File: src/rtl/err_injector_param.sv
// Channel error injector: corrupts valid words with an XOR mask in periodic, burst or LFSR-random mode.
// Optional saturating injected-error counter on o_err_cnt when ERR_INJECTOR_STATS_EN is defined.
module err_injector_param #(
    parameter int                W      = 2,
    parameter int                CNT_W  = 12,
    parameter int                LFSR_W = 16,
    parameter logic [LFSR_W-1:0] SEED   = LFSR_W'(16'hACE1)
) (
    input  logic              clk,
    input  logic              reset_n,
    input  logic              i_enable,
    input  logic [1:0]        i_mode,
    input  logic [CNT_W-1:0]  i_first_err,
    input  logic [CNT_W-1:0]  i_err_rate,
    input  logic [CNT_W-1:0]  i_burst_len,
    input  logic [LFSR_W-1:0] i_threshold,
    input  logic [W-1:0]      i_err_mask,
    input  logic              i_vld,
    input  logic [W-1:0]      i_word,
    output logic              o_vld,
    output logic [W-1:0]      o_word,
    output logic              o_err,
    output logic [31:0]       o_err_cnt
);

    typedef enum logic [1:0] {WAIT_FIRST, GAP, BURST, DONE} state_t;

    localparam logic [1:0] MODE_PERIODIC = 2'd0;
    localparam logic [1:0] MODE_BURST    = 2'd1;
    localparam logic [1:0] MODE_RANDOM   = 2'd2;
    localparam logic [CNT_W-1:0] ONE     = CNT_W'(1);

    // Fibonacci feedback mask in right-shift form: tap t maps to bit (LFSR_W - t).
    function automatic logic [LFSR_W-1:0] tap_mask();
        int taps [4];
        logic [LFSR_W-1:0] m;
        case (LFSR_W)
            8:       taps = '{8, 6, 5, 4};
            16:      taps = '{16, 14, 13, 11};
            24:      taps = '{24, 23, 22, 17};
            32:      taps = '{32, 22, 2, 1};
            default: taps = '{LFSR_W, LFSR_W - 1, 0, 0};
        endcase
        m = '0;
        for (int i = 0; i < 4; i++)
            if (taps[i] != 0)
                m = m | (LFSR_W'(1) << (LFSR_W - taps[i]));
        return m;
    endfunction

    localparam logic [LFSR_W-1:0] TAP_MASK = tap_mask();

    state_t             state, state_n;
    logic [CNT_W-1:0]   idx, idx_n;
    logic [CNT_W-1:0]   per, per_n;
    logic [CNT_W-1:0]   blen, blen_n;
    logic [LFSR_W-1:0]  lfsr, lfsr_next;
    logic [CNT_W-1:0]   eff_len;
    logic [CNT_W-1:0]   blen_inc;
    logic               fsm_adv;
    logic               fsm_hit;
    logic               hit;
    state_t             start_next;

    assign eff_len   = (i_burst_len == '0) ? ONE : i_burst_len;
    assign blen_inc  = blen + ONE;
    assign fsm_adv   = i_enable && i_vld && ((i_mode == MODE_PERIODIC) || (i_mode == MODE_BURST));
    assign lfsr_next = {^(lfsr & TAP_MASK), lfsr[LFSR_W-1:1]};

    always_comb begin
        if ((i_mode == MODE_BURST) && (eff_len > ONE))
            start_next = BURST;
        else if (i_err_rate == '0)
            start_next = DONE;
        else
            start_next = GAP;
    end

    // NOTE: every signal driven here gets a default first so no path can infer a latch.
    always_comb begin
        state_n = state;
        idx_n   = idx;
        per_n   = per;
        blen_n  = blen;
        fsm_hit = 1'b0;
        if (fsm_adv) begin
            case (state)
                WAIT_FIRST: begin
                    if (idx == i_first_err) begin
                        fsm_hit = 1'b1;
                        per_n   = ONE;
                        blen_n  = ONE;
                        state_n = start_next;
                    end else begin
                        idx_n = idx + ONE;
                    end
                end
                GAP: begin
                    if (per == i_err_rate) begin
                        fsm_hit = 1'b1;
                        per_n   = ONE;
                        blen_n  = ONE;
                        state_n = start_next;
                    end else begin
                        per_n = per + ONE;
                    end
                end
                BURST: begin
                    fsm_hit = 1'b1;
                    if ((i_err_rate != '0) && (per == i_err_rate)) begin
                        // A new event starts inside the burst; long bursts become continuous.
                        per_n   = ONE;
                        blen_n  = ONE;
                        state_n = start_next;
                    end else begin
                        per_n  = per + ONE;
                        blen_n = blen_inc;
                        if (blen_inc >= eff_len)
                            state_n = (i_err_rate == '0) ? DONE : GAP;
                    end
                end
                default: ;
            endcase
        end
    end

    always_comb begin
        hit = 1'b0;
        if (i_enable && i_vld) begin
            case (i_mode)
                MODE_PERIODIC, MODE_BURST: hit = fsm_hit;
                MODE_RANDOM:               hit = (lfsr < i_threshold);
                default:                   hit = 1'b0;
            endcase
        end
    end

    // NOTE: sequential state uses non-blocking assignments so all registers update from pre-edge values.
    always_ff @(posedge clk or negedge reset_n) begin
        if (!reset_n) begin
            state <= WAIT_FIRST;
            idx   <= '0;
            per   <= '0;
            blen  <= '0;
            lfsr  <= SEED;
        end else if (!i_enable) begin
            state <= WAIT_FIRST;
            idx   <= '0;
            per   <= '0;
            blen  <= '0;
            lfsr  <= SEED;
        end else begin
            state <= state_n;
            idx   <= idx_n;
            per   <= per_n;
            blen  <= blen_n;
            if (i_vld)
                lfsr <= lfsr_next;
        end
    end

    always_ff @(posedge clk or negedge reset_n) begin
        if (!reset_n) begin
            o_vld  <= 1'b0;
            o_word <= '0;
            o_err  <= 1'b0;
        end else begin
            o_vld <= i_vld;
            o_err <= hit;
            if (i_vld)
                o_word <= i_word ^ (hit ? i_err_mask : '0);
        end
    end

`ifdef ERR_INJECTOR_STATS_EN
    logic [31:0] err_cnt;

    always_ff @(posedge clk or negedge reset_n) begin
        if (!reset_n)
            err_cnt <= '0;
        else if (o_vld && o_err && (err_cnt != 32'hFFFF_FFFF))
            err_cnt <= err_cnt + 32'd1;
    end

    assign o_err_cnt = err_cnt;
`else
    assign o_err_cnt = 32'd0;
`endif

endmodule

File: config.mk
export PLATFORM = sky130hd
export DESIGN_NAME = err_injector_param
export DESIGN_NICKNAME = d
export VERILOG_FILES = /design/src/rtl/err_injector_param.sv
export SDC_FILE = /design/constraint.sdc
export NUM_CORES = 1
export LEC_CHECK = 0
export ABC_CLOCK_PERIOD_IN_PS = 3100
export CAP_MARGIN = 20
export CORE_ASPECT_RATIO = 0.6
export CORE_UTILIZATION = 47
export CTS_CLUSTER_DIAMETER = 200
export CTS_CLUSTER_SIZE = 25
export DETAILED_ROUTE_END_ITERATION = 16
export GPL_TIMING_DRIVEN = 0
export HOLD_SLACK_MARGIN = 0.15
export PLACE_DENSITY = 0.78
export SYNTH_ARGS = -nofsm -noshare
export SYNTH_HDL_FRONTEND = slang
export SYNTH_SLANG_ARGS = --single-unit
export TNS_END_PERCENT = 50
File: constraint.sdc
create_clock -name clk -period 3.1 [get_ports clk]
set_clock_uncertainty 0.2 [all_clocks]
set_input_delay 0.465 -clock clk [delete_from_list [all_inputs] [get_ports clk]]
set_output_delay 0.465 -clock clk [all_outputs]
set_load 0.02 [all_outputs]
==> tab_implementation.tex, run 1 <==
\begin{tabular}{lr}
\hline
Metric & Value \\
\hline
\multicolumn{2}{l}{\textbf{Outcome}} \\
\quad Result of the run & finished clean \\
\multicolumn{2}{l}{\textbf{Synth}} \\
\quad Total of flip-flops plus latches after synthesis & between 50 and 60 \\
\quad Warnings from Yosys & 0 \\
\quad Number of library cell types mapped by synthesis & 56 \\
\quad Avg Inst Size Synth & 8.978 um\^{}2 \\
\quad Netlist area before placement & between 4000 and 5000 um\^{}2 \\
\quad Post-synthesis instance total & around 500 \\
\quad Post-synth EDFFs & 0 \\
\quad Most instantiated flip-flop cell in the synthesis netlist & sky130\_fd\_sc\_hd\_\_dfrtp\_1 \\
\quad Share of synthesized flip-flops with an asynchronous set or reset & 100.0\% \\
\quad Register area share after synthesis & between 30\% and 40\% \\
\multicolumn{2}{l}{\textbf{Global route}} \\
\quad Largest net degree at the start of global routing & 35 \\
\quad Overall overflow remaining after global route & 0 \\
\quad GR met1 Demand/Resource & between 30\% and 40\% \\
\quad Vias in the first global route & approximately 3700 \\
\quad Met2 Track Usage GR & 34.36\% \\
\quad Total global-route track usage & between 20\% and 30\% \\
\quad Number of antenna violations at the first check in global routing & 0 \\
\quad First-pass GRT wire length & 18010 um \\
\quad Most Crowded Layer GR & met1 \\
\quad GR Util met3 & under 10\% \\
\multicolumn{2}{l}{\textbf{Layout}} \\
\quad Most used cells in the layout excluding fill and tap cells & 63 x sky130\_fd\_sc\_hd\_\_clkdlybuf4s50\_1, 50 x sky130\_fd\_sc\_hd\_\_dfrtp\_1, 40 x sky130\_fd\_sc\_hd\_\_nand2\_1, 36 x sky130\_fd\_sc\_hd\_\_buf\_4, 35 x sky130\_fd\_sc\_hd\_\_inv\_1 \\
\quad Area grow syn2layout & 32.29\% \\
\quad Core Util, Final & around 66\% \\
\quad Fin nets & approximately 700 \\
\quad Ratio of cells with drive above 1 in the final layout & about 18\% \\
\quad Diodes inserted & 0 \\
\quad Most common cell after layout, fill and taps aside & sky130\_fd\_sc\_hd\_\_clkdlybuf4s50\_1 \\
\multicolumn{2}{l}{\textbf{Floorplan}} \\
\quad Height of the die & about 77 um \\
\quad IO Count & between 90 and 100 \\
\quad Die Area & 9745 um\^{}2 \\
\quad Standard-cell rows & 26 \\
\quad Placeable core region & $\sim$8800 um\^{}2 \\
\quad Effective utilization at floorplan & 49.99\% \\
\quad X dimension of the die & about 130 um \\
\multicolumn{2}{l}{\textbf{Routing}} \\
\quad Number of DRC markers after the initial detailed-route iteration & around 320 \\
\quad Overall via count from detail\_route & a little under 4000 \\
\quad Routed Antenna Nets & 0 \\
\quad Pre-antenna DRT Iters & 4 \\
\quad Final wirelength & approximately 11000 um \\
\quad Total DRC errors in the routed layout & 0 \\
\quad Vias per Instance & 5.456 \\
\quad Wirelength per Cell & approximately 16 um \\
\multicolumn{2}{l}{\textbf{STA}} \\
\quad Least-Margin Pin Slew & between 600 and 700 ps \\
\quad Final period util & between 90\% and 100\% \\
\quad Number of hold violations in the final report & 0 \\
\quad Pins Over Slew Limit & 0 \\
\quad Setup TNS & 0 ps \\
\quad Setup repair after global routing missed its margin & true \\
\quad Setup-violating endpoint count in the final report & 0 \\
\quad Achievable frequency & 0.3232 GHz \\
\quad Worst rel slew slack & between 50 and 60\% \\
\quad Final min period & between 3000 and 4000 ps \\
\multicolumn{2}{l}{\textbf{Critical path}} \\
\quad Buffers plus inverters on the worst setup path & 0 \\
\quad Worst setup EP type & flop \\
\quad Data arrival time at the worst-slack endpoint & a little over 3000 ps \\
\quad Crit path max-delay family & simple AND/OR/NAND/NOR gates \\
\quad Biggest cell delay along the critical path & $\sim$430 ps \\
\quad Worst Path Max Fanout & 4 \\
\quad Launching element type of the critical path & flop \\
\quad Ordered cell list for the critical path & ha\_4 > and3\_4 > and3\_4 > nand3\_2 > or2\_4 > nand2\_4 > ha\_4 > and4\_4 > o211ai\_1 > or3\_1 > a21oi\_2 > o22ai\_2 > a32o\_1 \\
\quad Start-to-end type of the worst setup path & reg -> reg \\
\quad Cell with the largest stage delay on the worst path & sky130\_fd\_sc\_hd\_\_dfrtp\_1 \\
\quad Worst EP required & 3120 ps \\
\multicolumn{2}{l}{\textbf{Clock tree}} \\
\quad Clock Tree Buf Depth & 2 \\
\quad CTS sink count & 58 \\
\quad TritonCTS clock tree & yes \\
\quad Master cell of the clock root buffer & sky130\_fd\_sc\_hd\_\_clkbuf\_16 \\
\quad Cts bufs inserted & 9 \\
\quad Clock transition at the registers of the reported paths & about 50 ps \\
\quad Clock latency at the later pin of the worst-skew pair & about 330 ps \\
\quad Level count of the clock H-tree & 3 \\
\multicolumn{2}{l}{\textbf{Min path}} \\
\quad Worst min path class & in -> reg \\
\multicolumn{2}{l}{\textbf{Pwr}} \\
\quad Clk network pwr share & approximately half \\
\quad Largest vdd supply drop & between 0.2 and 0.25 mV \\
\quad Register share of total power & a little over a third \\
\quad Power density over the cells & between 300 and 400 nW/um\^{}2 \\
\quad Static Leak & around 2.7 nW \\
\quad Switching Share & between 20 and 25\% \\
\quad Comb power frac & about 16\% \\
\quad Internal Power & between 1.5 and 2 mW \\
\quad Power dissipated by switching net loads & between 500 and 600 uW \\
\quad Tot Pwr & roughly 2.2 mW \\
\multicolumn{2}{l}{\textbf{Placement}} \\
\quad Final weighted congestion in routability-driven placement & 0.8990 \\
\quad Detailed-placement wirelength estimate & 8310 um \\
\quad IO Port Bufs & 64 \\
\multicolumn{2}{l}{\textbf{Flow run}} \\
\quad Count of maximum capacitance violations & 0 \\
\hline
\end{tabular}
[Yosys cell counts (all sizes together) (9+ instances only)]
library cell	instances	area, um^2
a211oi	12	90.09
dfrtp	50	1251
xnor2	30	262.8
nor4	9	75.08
ha	34	425.4
nand2b	12	75.07
nor2	31	116.4
clkbuf	9	33.78
inv	35	131.4
xor2	10	87.58
a21oi	12	63.81
nand2	43	161.4
nand3	17	85.08
mux2i	20	200.2
o21ai	19	95.09
buf	38	267.8
nand4	13	93.84
a31o	10	87.58
and3	11	70.07
[cell families (layout without fill, tap and decap cells)]
kind of cell / after synthesis / after routing / synth area share, %
other: 1 / 32 / 0.08541
and+or+nand+nor: 165 / 165 / 19.72
adders and majority gates: 34 / 34 / 9.689
xor gates and xnor gates: 40 / 40 / 7.979
DFF: 58 / 58 / 33.29
muxes: 20 / 20 / 4.560
buffers and inverters: 83 / 170 / 9.946
AOI/OAI and AO/OA: 88 / 88 / 14.73
[worst min-delay path, cell delays in order]
cell	delay, ps
sky130_fd_sc_hd__clkbuf_1	170
sky130_fd_sc_hd__nand2_1	90
sky130_fd_sc_hd__o21ai_0	70
[layer usage]
layer  vias to the layer above  part of all wire [%]
met5                         -                     0
met2                       155                    44
met1                      1864                    48
met3                         9                   7.4
li1                       1895                     -
met4                         0                  0.57
[power by group through the flow]
| stage | registers (mW) | logic, mW | clock network, mW |
|---|---|---|---|
| finish | 0.799 | 0.343 | 1.07 |
| detailed placement | 0.811 | 0.332 | 0 |
| floorplan | 0.811 | 0.184 | 0 |
| CTS | 0.799 | 0.337 | 1.08 |
| global route | 0.801 | 0.373 | 1.13 |
| global placement | 0.810 | 0.321 | 0 |
[flip-flops by register name, indices dropped and copies added (netlist names)]
name    count
o_err       1
state       2
o_word      2
per        12
idx        12
blen       12
o_vld       1
lfsr       16
[through the flow]
step | hold WS (ps) | std cells | setup WS [ps] | cell area, um^2
final | 320.0 | 719 | 6.179 | 5808
after floorplan | -30.59 | 520 | 183.2 | 4507
after global placement | 324.6 | 696 | -480.3 | 5288
after detailed placement | 309.1 | 697 | -263.0 | 5303
after global routing | 323.7 | 719 | -52.08 | 5808
after CTS | 303.0 | 715 | 18.66 | 5670
[final cells by class]
| type | instances | area [um^2] |
|---|---|---|
| plain buffers | 47 | 301.5 |
| clock buffers | 11 | 242.7 |
| clock inverters | 5 | 77.57 |
| fillers | 680 | 2975 |
| inverters | 36 | 135.1 |
| multi-input cells | 379 | 2743 |
| flip-flops and latches | 58 | 1461 |
| well taps | 112 | 140.1 |
| repair buffers | 71 | 706.9 |
[repair_timing]
item / in CTS / in global routing
gates cloned: 0 / 0
pin swaps: 3 / 12
buffers inserted: 1 / 4
hold buffers: 1 / 0
endpoints found under the setup margin: 2 / 2
gates resized for setup: 7 / 20
endpoints found under the hold margin: 24 / 0
[path summary, 6_finish.rpt]
path                       depth (start not counted)  slack (ps)      from       end
min in group asynchronous                          2         490   reset_n   blen[8]
max reg2reg                                       13           6   blen[0]  state[1]
min                                                3         320  i_enable  blen[10]
max                                               13           6   blen[0]  state[1]
max in group asynchronous                          3        1540   reset_n   lfsr[0]
min reg2reg                                        2         350  lfsr[12]  lfsr[11]
Note: power is estimated with default switching activity, not from simulation.
==> run 2, diff against run 1 <==
--- a/config.mk
+++ b/config.mk
@@ -7,14 +7,16 @@
 export LEC_CHECK = 0
 export ABC_CLOCK_PERIOD_IN_PS = 3100
 export CAP_MARGIN = 20
+export CELL_PAD_IN_SITES_DETAIL_PLACEMENT = 0
+export CELL_PAD_IN_SITES_GLOBAL_PLACEMENT = 1
 export CORE_ASPECT_RATIO = 0.6
-export CORE_UTILIZATION = 47
+export CORE_UTILIZATION = 35
 export CTS_CLUSTER_DIAMETER = 200
 export CTS_CLUSTER_SIZE = 25
 export DETAILED_ROUTE_END_ITERATION = 16
 export GPL_TIMING_DRIVEN = 0
 export HOLD_SLACK_MARGIN = 0.15
-export PLACE_DENSITY = 0.78
+export PLACE_DENSITY_LB_ADDON = 0.1
 export SYNTH_ARGS = -nofsm -noshare
 export SYNTH_HDL_FRONTEND = slang
 export SYNTH_SLANG_ARGS = --single-unit
==> run 2 against run 1 <==
  * Routed wire length decreased by 3.1%
  * Combinational power about the same
  * Via count decreased by 5.6%
  * Global-route usage decreased by 5.2 points
  * Largest cell class unchanged
  * Largest power group unchanged
  * Highest routed layer unchanged
==> tab_implementation.tex, run 2 (same netlist as run 1, synthesis figures left out) <==
\begin{tabular}{lr}
\hline
Metric & Value \\
\hline
\multicolumn{2}{l}{\textbf{Pwr}} \\
\quad Static Leak & 2.620 nW (-1.2\%) \\
\quad Switching Share & 24.32\% (+0.19 points) \\
\quad Internal Power & 1.610 mW (-4.0\%) \\
\quad Comb power frac & 16.0\% (+0.5 points) \\
\quad Register share of total power & 37.5\% (+1.3 points) \\
\quad Power density over the cells & 366.1 nW/um\^{}2 (-3.8\%) \\
\quad Largest vdd supply drop & 0.2535 mV (+6.2\%) \\
\quad Tot Pwr & 2.127 mW (-3.7\%) \\
\quad Power dissipated by switching net loads & 517.3 uW (-3.0\%) \\
\quad Clk network pwr share & 46.4\% (-1.9 points) \\
\multicolumn{2}{l}{\textbf{Critical path}} \\
\quad Worst EP required & 3110 ps (about the same) \\
\quad Worst Path Max Fanout & 4 (unchanged) \\
\quad Start-to-end type of the worst setup path & reg -> reg \\
\quad Crit. Startpoint & blen[0] \\
\quad Crit path max-delay family & simple AND/OR/NAND/NOR gates \\
\quad R2R cell count & 13 (unchanged) \\
\quad Worst setup EP type & flop \\
\quad Ordered cell list for the critical path & ha\_2 > and3\_4 > and3\_4 > nand3\_2 > or2\_4 > nand2\_4 > ha\_4 > and4\_4 > o211ai\_1 > or3\_1 > a21oi\_2 > o22ai\_2 > a32o\_1 \\
\quad Cell with the largest stage delay on the worst path & sky130\_fd\_sc\_hd\_\_or3\_1 \\
\quad Biggest cell delay along the critical path & 380 ps (-50 ps) \\
\quad CP most frequent cell & sky130\_fd\_sc\_hd\_\_and3\_4 \\
\quad Buffers plus inverters on the worst setup path & 0 (unchanged) \\
\quad Data arrival time at the worst-slack endpoint & 3090 ps (-20 ps) \\
\quad Path length in cells of the critical path & 13 (unchanged) \\
\quad Launching element type of the critical path & flop \\
\quad Startpoint of the worst register-to-register path & blen[0] \\
\multicolumn{2}{l}{\textbf{Layout}} \\
\quad Most used cells in the layout excluding fill and tap cells & 63 x sky130\_fd\_sc\_hd\_\_clkdlybuf4s50\_1, 50 x sky130\_fd\_sc\_hd\_\_dfrtp\_1, 40 x sky130\_fd\_sc\_hd\_\_nand2\_1, 37 x sky130\_fd\_sc\_hd\_\_buf\_4, 35 x sky130\_fd\_sc\_hd\_\_inv\_1 \\
\quad Number of flip-flops in the largest register & 16 (unchanged) \\
\quad Area grow syn2layout & 32.35\% (about the same) \\
\quad Register with the most flip-flops & lfsr \\
\quad Area used by multi-input combinational logic & 2731 um\^{}2 (-0.41\%) \\
\quad Most common cell after layout, fill and taps aside & sky130\_fd\_sc\_hd\_\_clkdlybuf4s50\_1 \\
\quad Total area of sequential cells & 1461 um\^{}2 (unchanged) \\
\quad Diodes inserted & 0 (unchanged) \\
\quad Ratio of cells with drive above 1 in the final layout & 16.89\% (-0.91 points) \\
\quad Cell Count, Final, Fillers Out & 769 (+7.0\%) \\
\quad Layout filler cell count & 1179 (+73\%) \\
\quad Fin nets & 696 (-0.29\%) \\
\multicolumn{2}{l}{\textbf{Clock tree}} \\
\quad Master cell of the clock root buffer & sky130\_fd\_sc\_hd\_\_clkbuf\_16 \\
\quad Clock transition at the registers of the reported paths & 50 ps (about the same) \\
\quad TritonCTS clock tree & yes \\
\quad CTS sink count & 58 (unchanged) \\
\quad Clock latency at the later pin of the worst-skew pair & 320 ps (about the same) \\
\quad Level count of the clock H-tree & 3 (unchanged) \\
\quad Clock Tree Buf Depth & 2 (unchanged) \\
\quad Cts bufs inserted & 9 (unchanged) \\
\multicolumn{2}{l}{\textbf{Routing}} \\
\quad Number of DRC markers after the initial detailed-route iteration & 156 (-50\%) \\
\quad Total DRC errors in the routed layout & 0 (unchanged) \\
\quad Final wirelength & 11050 um (-3.1\%) \\
\quad Routed Antenna Nets & 0 (unchanged) \\
\quad Overall via count from detail\_route & 3703 (-5.6\%) \\
\quad Wirelength per Cell & 14.37 um (-9.4\%) \\
\quad Vias per Instance & 4.815 (-12\%) \\
\quad Pre-antenna DRT Iters & 4 (unchanged) \\
\multicolumn{2}{l}{\textbf{STA}} \\
\quad Setup repair after global routing missed its margin & true \\
\quad Final period util & 99.22\% (-0.58 points) \\
\quad Setup-violating endpoint count in the final report & 0 (unchanged) \\
\quad Number of hold violations in the final report & 0 (unchanged) \\
\quad Least-Margin Pin Slew & 797.3 ps (+108.8 ps) \\
\quad Achievable frequency & 0.3251 GHz (+0.58\%) \\
\quad Pins Over Slew Limit & 0 (unchanged) \\
\quad Worst rel slew slack & 46.85\% (-7.3 points) \\
\quad Final min period & 3076 ps (-17.90 ps) \\
\quad Setup TNS & 0 ps (unchanged) \\
\multicolumn{2}{l}{\textbf{Floorplan}} \\
\quad IO Count & 98 (unchanged) \\
\quad Placeable core region & 12140 um\^{}2 (+38\%) \\
\quad Height of the die & 88.76 um (+15\%) \\
\quad Die Area & 13010 um\^{}2 (+34\%) \\
\quad Standard-cell rows & 31 (+19\%) \\
\quad Effective utilization at floorplan & 36.16\% (-14 points) \\
\quad X dimension of the die & 146.6 um (+16\%) \\
\multicolumn{2}{l}{\textbf{Min path}} \\
\quad Min-Delay Startpoint & lfsr[12] \\
\quad Worst min path class & reg -> reg \\
\quad Worst Hold Path Cells & 2 (-1) \\
\multicolumn{2}{l}{\textbf{Global route}} \\
\quad First-pass GRT wire length & 18350 um (+1.9\%) \\
\quad Total global-route track usage & 18.31\% (-5.2 points) \\
\quad Overall overflow remaining after global route & 0 (unchanged) \\
\quad Vias in the first global route & 3574 (-4.6\%) \\
\quad Number of antenna violations at the first check in global routing & 0 (unchanged) \\
\quad Largest net degree at the start of global routing & 59 (+69\%) \\
\multicolumn{2}{l}{\textbf{Outcome}} \\
\quad Result of the run & finished clean \\
\multicolumn{2}{l}{\textbf{Placement}} \\
\quad Final weighted congestion in routability-driven placement & 0.8898 (-1.0\%) \\
\quad Detailed-placement wirelength estimate & 8458 um (+1.8\%) \\
\quad IO Port Bufs & 64 (unchanged) \\
\quad \# placed instances & 749 (+7.5\%) \\
\multicolumn{2}{l}{\textbf{Flow run}} \\
\quad Count of maximum capacitance violations & 0 (unchanged) \\
\hline
\end{tabular}
## run 2: cell types whose count changed in the layout (fill, tap and decap cells not counted), sizes merged
cell and delta:
clkinvlp -1, buf -2, clkbuf +1, bufinv -1
## run 2: worst reg2reg max path, stage by stage (launching register included)
cell and delay (ps):
sky130_fd_sc_hd__dfrtp_1 370, sky130_fd_sc_hd__ha_2 190, sky130_fd_sc_hd__and3_4 190, sky130_fd_sc_hd__and3_4 220
sky130_fd_sc_hd__nand3_2 100, sky130_fd_sc_hd__or2_4 260, sky130_fd_sc_hd__nand2_4 80, sky130_fd_sc_hd__ha_4 140
sky130_fd_sc_hd__and4_4 240, sky130_fd_sc_hd__o211ai_1 100, sky130_fd_sc_hd__or3_1 380, sky130_fd_sc_hd__a21oi_2 190
sky130_fd_sc_hd__o22ai_2 90, sky130_fd_sc_hd__a32o_1 210
## run 2: cell type report
| type | instances | area share, % |
|---|---|---|
| buffer | 47 | 5.189 |
| clock buffer | 12 | 4.414 |
| clock inverter | 3 | 0.6891 |
| inverter | 36 | 2.326 |
| multi-input combinational | 379 | 47.01 |
| sequential | 58 | 25.15 |
| tap | 165 | 3.553 |
| timing repair buffer | 69 | 11.67 |
## run 2: path summary, 6_finish.rpt
path                            slack, ps       end
max in group asynchronous            1600   idx[10]
worst max register to register         20  state[0]
min in group asynchronous             540    per[1]
worst min register to register        340  lfsr[11]
worst max-delay path                   20  state[0]
worst min-delay path                  340  lfsr[11]
## run 2: power by group through the flow
| stage | Sequential (mW) | Clock (mW) | Combinational, mW |
|---|---|---|---|
| after floorplan | 0.811 | 0 | 0.184 |
| after global placement | 0.810 | 0 | 0.331 |
| after detailed placement | 0.810 | 0 | 0.334 |
| after CTS | 0.798 | 1.02 | 0.340 |
| after global routing | 0.800 | 1.06 | 0.382 |
| final | 0.798 | 0.988 | 0.341 |
## run 2: layer usage
layer | track usage [%] | up-vias | routed length [um]
met3 | 4.433 | 10 | 436
met4 | 4.261 | 0 | 102
met1 | 27.37 | 1725 | 5950
met5 | 0 | - | 0
met2 | 26.20 | 73 | 4564
li1 | - | 1895 | -
## run 2: stage by stage
stage | util [%] | worst slack (ps) | hold slack (ps) | cell area [um^2]
after floorplan | - | 183.2 | -30.59 | 4507
after global placement | 44.10 | -686.2 | 323.1 | 5354
after detailed placement | 44.08 | -388.4 | 325.2 | 5351
after CTS | 47.24 | 3.140 | 343.6 | 5736
after global routing | 47.86 | -78.75 | 377.6 | 5811
final | 47.86 | 24.08 | 340.3 | 5811
## run 2: what timing repair did
item                                    in CTS  in global routing
pin swaps                                    3                  5
setup buffers                                2                  2
hold endpoints to repair                    50                  0
hold buffers                                 1                  0
endpoints found under the setup margin       2                  2
gates resized for setup                     12                 12
